--- src/rtl/change_dispenser.sv ---
// change_dispenser: pays out a change amount (in 5-units) as a sequence of
// 10 and 5 coins on a valid/ack coin interface. It tracks hopper inventory
// for each denomination and reports any part of a request it could not pay.
//
// Handshakes:
//   Request side: a request is taken on a rising edge where req_valid and
//   req_ready are both high. req_ready is high only in IDLE.
//   Coin side: coin_out is held stable while coin_valid is high. The coin
//   is consumed on a rising edge where coin_valid and coin_ack are both high.
//   coin_ack has no effect while coin_valid is low.
//
// Every output comes from a flop or is decoded from the state register, so
// there is no combinational path from any input to any output.
// state_dbg mirrors the state register: 0 IDLE, 1 SELECT, 2 ISSUE, 3 DONE.
module change_dispenser #(
  parameter int AMT_W    = 4,
  parameter int CNT_W    = 8,
  parameter int INIT_ONE = 20,
  parameter int INIT_TWO = 20
) (
  input  logic             clock,
  input  logic             reset,
  input  logic             req_valid,
  input  logic [AMT_W-1:0] req_amount,
  output logic             req_ready,
  output logic [1:0]       coin_out,
  output logic             coin_valid,
  input  logic             coin_ack,
  input  logic             refill,
  input  logic [CNT_W-1:0] refill_one,
  input  logic [CNT_W-1:0] refill_two,
  output logic             done,
  output logic             short,
  output logic [AMT_W-1:0] shortfall,
  output logic [CNT_W-1:0] inv_one,
  output logic [CNT_W-1:0] inv_two,
  output logic [1:0]       state_dbg
);

  localparam logic [1:0] COIN_IDLE = 2'b00;
  localparam logic [1:0] COIN_FIVE = 2'b01;
  localparam logic [1:0] COIN_TEN  = 2'b10;

  typedef enum logic [1:0] {
    S_IDLE   = 2'd0,
    S_SELECT = 2'd1,
    S_ISSUE  = 2'd2,
    S_DONE   = 2'd3
  } state_t;

  state_t           state_q, state_d;
  logic [AMT_W-1:0] remaining_q, remaining_d;
  logic [1:0]       coin_q, coin_d;
  logic             short_q, short_d;
  logic [AMT_W-1:0] shortfall_q, shortfall_d;
  logic [CNT_W-1:0] inv_one_q, inv_one_d;
  logic [CNT_W-1:0] inv_two_q, inv_two_d;

  // Inventory add that clamps at the counter's all-ones value.
  function automatic logic [CNT_W-1:0] sat_add(input logic [CNT_W-1:0] a,
                                               input logic [CNT_W-1:0] b);
    logic [CNT_W:0] sum;
    sum = {1'b0, a} + {1'b0, b};
    return sum[CNT_W] ? {CNT_W{1'b1}} : sum[CNT_W-1:0];
  endfunction

  // State and datapath registers; reset abandons any coin in flight and
  // reloads the hopper counts.
  always_ff @(posedge clock or posedge reset) begin
    if (reset) begin
      state_q     <= S_IDLE;
      remaining_q <= '0;
      coin_q      <= COIN_IDLE;
      short_q     <= 1'b0;
      shortfall_q <= '0;
      inv_one_q   <= CNT_W'(INIT_ONE);
      inv_two_q   <= CNT_W'(INIT_TWO);
    end else begin
      state_q     <= state_d;
      remaining_q <= remaining_d;
      coin_q      <= coin_d;
      short_q     <= short_d;
      shortfall_q <= shortfall_d;
      inv_one_q   <= inv_one_d;
      inv_two_q   <= inv_two_d;
    end
  end

  // Next-state logic: greedy coin choice, payout bookkeeping and refill.
  always_comb begin
    state_d     = state_q;
    remaining_d = remaining_q;
    coin_d      = coin_q;
    short_d     = short_q;
    shortfall_d = shortfall_q;
    inv_one_d   = inv_one_q;
    inv_two_d   = inv_two_q;
    case (state_q)
      S_IDLE: begin
        // A request wins over a refill arriving on the same edge.
        if (req_valid) begin
          remaining_d = req_amount;
          short_d     = 1'b0;
          shortfall_d = '0;
          state_d     = S_SELECT;
        end else if (refill) begin
          inv_one_d = sat_add(inv_one_q, refill_one);
          inv_two_d = sat_add(inv_two_q, refill_two);
        end
      end
      S_SELECT: begin
        // A coin is only picked when its count is non-zero, so the
        // inventory can never wrap below zero.
        if (remaining_q == '0) begin
          state_d = S_DONE;
        end else if (remaining_q >= AMT_W'(2) && inv_two_q != '0) begin
          coin_d  = COIN_TEN;
          state_d = S_ISSUE;
        end else if (inv_one_q != '0) begin
          coin_d  = COIN_FIVE;
          state_d = S_ISSUE;
        end else begin
          short_d     = 1'b1;
          shortfall_d = remaining_q;
          state_d     = S_DONE;
        end
      end
      S_ISSUE: begin
        if (coin_ack) begin
          if (coin_q == COIN_TEN) begin
            remaining_d = remaining_q - AMT_W'(2);
            inv_two_d   = inv_two_q - CNT_W'(1);
          end else begin
            remaining_d = remaining_q - AMT_W'(1);
            inv_one_d   = inv_one_q - CNT_W'(1);
          end
          coin_d  = COIN_IDLE;
          state_d = S_SELECT;
        end
      end
      S_DONE: begin
        state_d = S_IDLE;
      end
      default: begin
        state_d = S_IDLE;
      end
    endcase
  end

  assign req_ready  = (state_q == S_IDLE);
  assign coin_valid = (state_q == S_ISSUE);
  assign done       = (state_q == S_DONE);
  assign coin_out   = coin_q;
  assign short      = short_q;
  assign shortfall  = shortfall_q;
  assign inv_one    = inv_one_q;
  assign inv_two    = inv_two_q;
  assign state_dbg  = state_q;

endmodule
--- config.mk ---
export PLATFORM = sky130hd
export DESIGN_NAME = change_dispenser
export DESIGN_NICKNAME = d
export VERILOG_FILES = /design/src/rtl/change_dispenser.sv
export SDC_FILE = /design/constraint.sdc
export NUM_CORES = 1
export LEC_CHECK = 0
export CAP_MARGIN = 20
export CORE_AREA = 2 2 58 87
export DETAILED_ROUTE_END_ITERATION = 10
export DIE_AREA = 0 0 60 89
export PLACE_DENSITY = 0.85
export SKIP_LAST_GASP = 1
export SYNTH_ARGS = -nofsm -noshare
export SYNTH_HDL_FRONTEND = slang
export SYNTH_SLANG_ARGS = --single-unit
--- constraint.sdc ---
create_clock -name clock -period 3.49 [get_ports clock]
set_input_delay 0.698 -clock clock [delete_from_list [all_inputs] [get_ports clock]]
set_output_delay 0.698 -clock clock [all_outputs]
set_load 0.1 [all_outputs]
Yosys cells after proc, flatten, opt, wreduce, memory -nomap -nowiden --
Index checks and enable logic that the tools add are counted.
Word-level totals: bits in registers 29, latch bits 0, RAM bits 0, ROM bits 0, bits of input ports 25, output and inout bits 28, word-level logic and storage cells 79, memories 0
Cells by class: add/sub/neg operators 6, multipliers 0, divide/modulo/power cells 0, order comparisons 1, equal/unequal tests 14, shifts and indexed selects 0, multiplexer cells 37, bitwise gates (word level) 0, reductions and logical operators 14
Operators by type and width (number):
- $mux 8 | 10
- $pmux 8 s2 | 2
- $mux 4 | 7
- $add 8x8->9 | 2
- $pmux 4 s2 | 2
- $reduce_bool 8->1 | 2
- $sub 8x1->8 const B | 2
- $reduce_and 5->1 | 3
- $mux 2 | 6
- $ne 2x2->1 const B | 6
- $pmux 2 s4 | 1
- $mux 1 | 7
- $eq 2x2->1 const B | 3
- $ne 2x1->1 const B | 3
- $reduce_bool 2->1 | 3
- $ge 4x2->1 const B | 1
- $logic_not 4->1 | 1
- $pmux 2 s2 | 1
- $reduce_and 4->1 | 1
- $sub 4x1->4 const B | 1
- $sub 4x2->4 const B | 1
- $ne 3x3->1 const B | 1
- $reduce_and 3->1 | 1
- $eq 2x1->1 const B | 1
- 4 further kinds | 4

Logic depth before layout (Yosys ltp) --
depth in word-level cells 5, mapped depth 9, gate-level depth less buffers 7

Worst setup path before layout --
Ideal clock, no wire load.
path kind register to output, from register state_q[1], in the netlist state_dbg[1], to output req_ready, data arrival time 2.326 ns, data required time 2.792 ns, setup slack 0.466 ns, stages on the path, launching flop included 3, path buffers 1, cell sequence dfrtp_1 > buf_6 > nor2_1
Between the ends: cells in the longest elaborated chain, start to end 1
RTL lines:
- from (decl) | line 51 | state_t state_q, state_d;
- from (signal assigned) | line 79 | state_q <= state_d;
- $logic_not 2->1 | line 150 | assign req_ready = (state_q == S_IDLE);
- to (decl) | line 25 | output logic req_ready,
No other way between the ends.

Final worst setup path --
from input refill_one[0], to register inv_one_q[3], in the netlist inv_one[3]
Between the ends: cells in the longest elaborated chain, start to end 5
RTL lines:
- from (decl) | line 30 | input logic [CNT_W-1:0] refill_one,
- $add 8x8->9 | line 63 | sum = {1'b0, a} + {1'b0, b};
- $mux 8 | line 64 | return sum[CNT_W] ? {CNT_W{1'b1}} : sum[CNT_W-1:0];
- $mux 8 | line 106 | end else if (refill) begin
- $mux 8 | line 101 | if (req_valid) begin
- $pmux 8 s2 | line 98 | case (state_q)
- to (signal assigned) | line 76 | inv_one_q <= CNT_W'(INIT_ONE);
- to (signal assigned) | line 84 | inv_one_q <= inv_one_d;
- to (decl) | line 56 | logic [CNT_W-1:0] inv_one_q, inv_one_d;
No other way between the ends. The select of a mux whose other input is x is not followed. A chain may end at the register's enable or synchronous reset.

==> impl_metrics.tcl <==
set metrics [dict create \
    status "complete, no violations" \
    hold_buffers 0 \
    hold_viol 0 \
    syn_area_um2 2410 \
    synthCells 294 \
    hpwlAfterDp_mm 4.38 \
    cts_buffer_depth 2 \
    die_area_um2 5340 \
    core_um2 4540 \
    synth-edff-count 0 \
    drtIter0Drc 114 \
    fillCellCount 402 \
    setup_viol 0 \
    start_util_pct 53.0 \
    portBuffers 52 \
    cp_max_fo 4 \
    routed_via_density 5.77 \
    die_y_um 89 \
    ios 53 \
    ys_seq_elements 29 \
    critical_path.max_stage_delay_ns 0.41 \
    routed_wl_mm 5.70 \
    syn-num-nets 345 \
    dr.pass1.iters 4 \
    numClockSinks 29 \
    area_growth_pct 25.3 \
    fin_crit_sh_pct 79.6 \
    clockRootBuffer "clkbuf_8" \
    cp.required_ns 3.63 \
    min_path_type "reg2reg" \
    crit_chain "clkdlybuf4s50_1, ha_1, fa_1, a21o_1, a221oi_1, o21ai_0, nor2_1, a221oi_1" \
    hold_ws_ns 0.477 \
    maxCapViolCount 0 \
    rsz0062_at_grt "false" \
    cpLargestDelayFamily "compound AO/OA/AOI/OAI gates" \
    grt_pass1_wl_mm 9.67 \
    crit_top_cell "a221oi_1" \
    cts_tree "yes" \
    slew_viol_final 0 \
    yosysWarnings 0 \
    die_x_um 60 \
    synth.cells.most_frequent "31 x nand2_1, 31 x nor2_1, 30 x a21oi_1" \
    drc 0 \
    max_freq_mhz 360 \
    critPathBufInv 1 \
    cts_made_buffers 5 \
    path_class "in2reg" \
    async_reset_ff_share_pct 100 \
    post_cts_buffers 0 \
    clk_pin_slew_ns 0.06 \
    syn_area_per_cell_um2 8.19 \
    synthTopCellsByArea "dfrtp_1 26%, ha_1 12%, a21oi_1 6.2%" \
    critPathSlowestCell "clkdlybuf4s50_1" \
    clock_skew_ns 0.00677 \
    yosys.area.top_type_share_pct 26.0 \
    grt_usage_pct 23.7 \
    reg2reg_slack_ns 1.05 \
    antenna_found_initial 0 \
    post_drt_wl_per_cell_um 13.8 \
    synth_top_cell_by_area "dfrtp_1" \
    final_nets 398 \
    final_layout_size_suffix_gt1_share_pct 11.2 \
    grt_max_degree 30 \
    clock_latency_ns 0.29 \
    relSlewSlack_pct 35.2 \
    grt_pass1_vias 2207 \
    yosysUniqueCellTypes 48 \
    overflow 0 \
    cts_resized 0 \
    fp-row-count 30 \
    worstMarginPinSlew_ns 0.969 \
    ys.flop_type "dfrtp_1" \
    finalCriticalPeriod_ns 2.78 \
    fin_setup_tns_ns 0 \
    ant_nets 0 \
    startpoint_type "input port" \
    ys_seq_area_share_pct 30.4 \
    gp_congestion 0.906 \
    vias 2377 \
    cts-htree-levels 2 \
    endpoint_kind "flop" \
    crit_arrival_ns 2.92 \
    antenna_cells 0 \
]
==> sequential cells by signal, indices dropped and copies added, names as in the netlist <==
signal	count
remaining_q	4
coin_out	2
shortfall	4
state_dbg	2
inv_two	8
short	1
inv_one	8
==> path summary, 6_finish.rpt <==
| check | start | to | cells past startpoint |
|---|---|---|---|
| worst max-delay path | refill_one[0] | inv_one[3] | 8 |
| worst min-delay path | short | short | 1 |
| worst max register to register | state_dbg[1] | inv_one[7] | 5 |
| worst min register to register | short | short | 1 |
| max in group asynchronous | reset | inv_one[2] | 3 |
| min in group asynchronous | reset | shortfall[0] | 3 |
==> cells by family (layout without fill, tap and decap cells) <==
kind of cell	count (synthesis)	in the layout	synth area share [%]
mux	2	2	0.832
buf+inv	26	80	4.89
fa+ha+maj	26	26	14.1
flops	29	29	30.4
compound gates	100	100	26.4
xor+xnor	9	9	3.27
simple gates	102	102	20.1
==> routing by layer <==
layer / up-vias / global-route usage (%) / wire [um]
met2: 60 / 40.5 / 3020
li1: 1177 / - / -
met3: 12 / 3.76 / 181
met4: 0 / 11.7 / 136
met1: 1128 / 28.1 / 2360
met5: - / 0 / 0
==> through the flow <==
step,instances,instance area [um2],setup WS [ns],utilization (%)
floorplan,294,2410,0.466,-
global placement,404,2930,0.433,64.6
detailed placement,404,2930,0.398,64.6
CTS,412,3020,0.694,66.4
global route,412,3020,0.510,66.4
finish,412,3020,0.712,66.4
==> layout by cell type (no fill, tap or decap), types with 8 or more instances in the layout <==
master	netlist	final
buf_4	0	25
a21oi_1	30	30
nor2_1	31	31
dfrtp_1	25	25
o21ai_0	25	25
nor3_1	8	8
ha_1	24	24
inv_1	15	15
nand2_1	31	31
clkdlybuf4s50_1	0	32
==> final cells by class <==
cell class	count	area [um2]	share of cell area [%]
multi-input cells	239	1560	51.7
clock inverters	2	10.0	0.332
inverters	15	56.3	1.87
flip-flops and latches	29	731	24.2
well taps	64	80.1	2.65
repair buffers	57	508	16.8
clock buffers	6	72.6	2.41
==> worst reg2reg max path, stage by stage (launching register included) <==
cell,delay [ns]
dfrtp_1,0.53
and2b_1,0.22
or4b_1,0.79
nor3_1,0.51
and3_1,0.22
a211oi_1,0.04
Power is left out: the tool's default activity adds up to more than one toggle a clock period on the data nets, which glitch-free logic cannot reach.
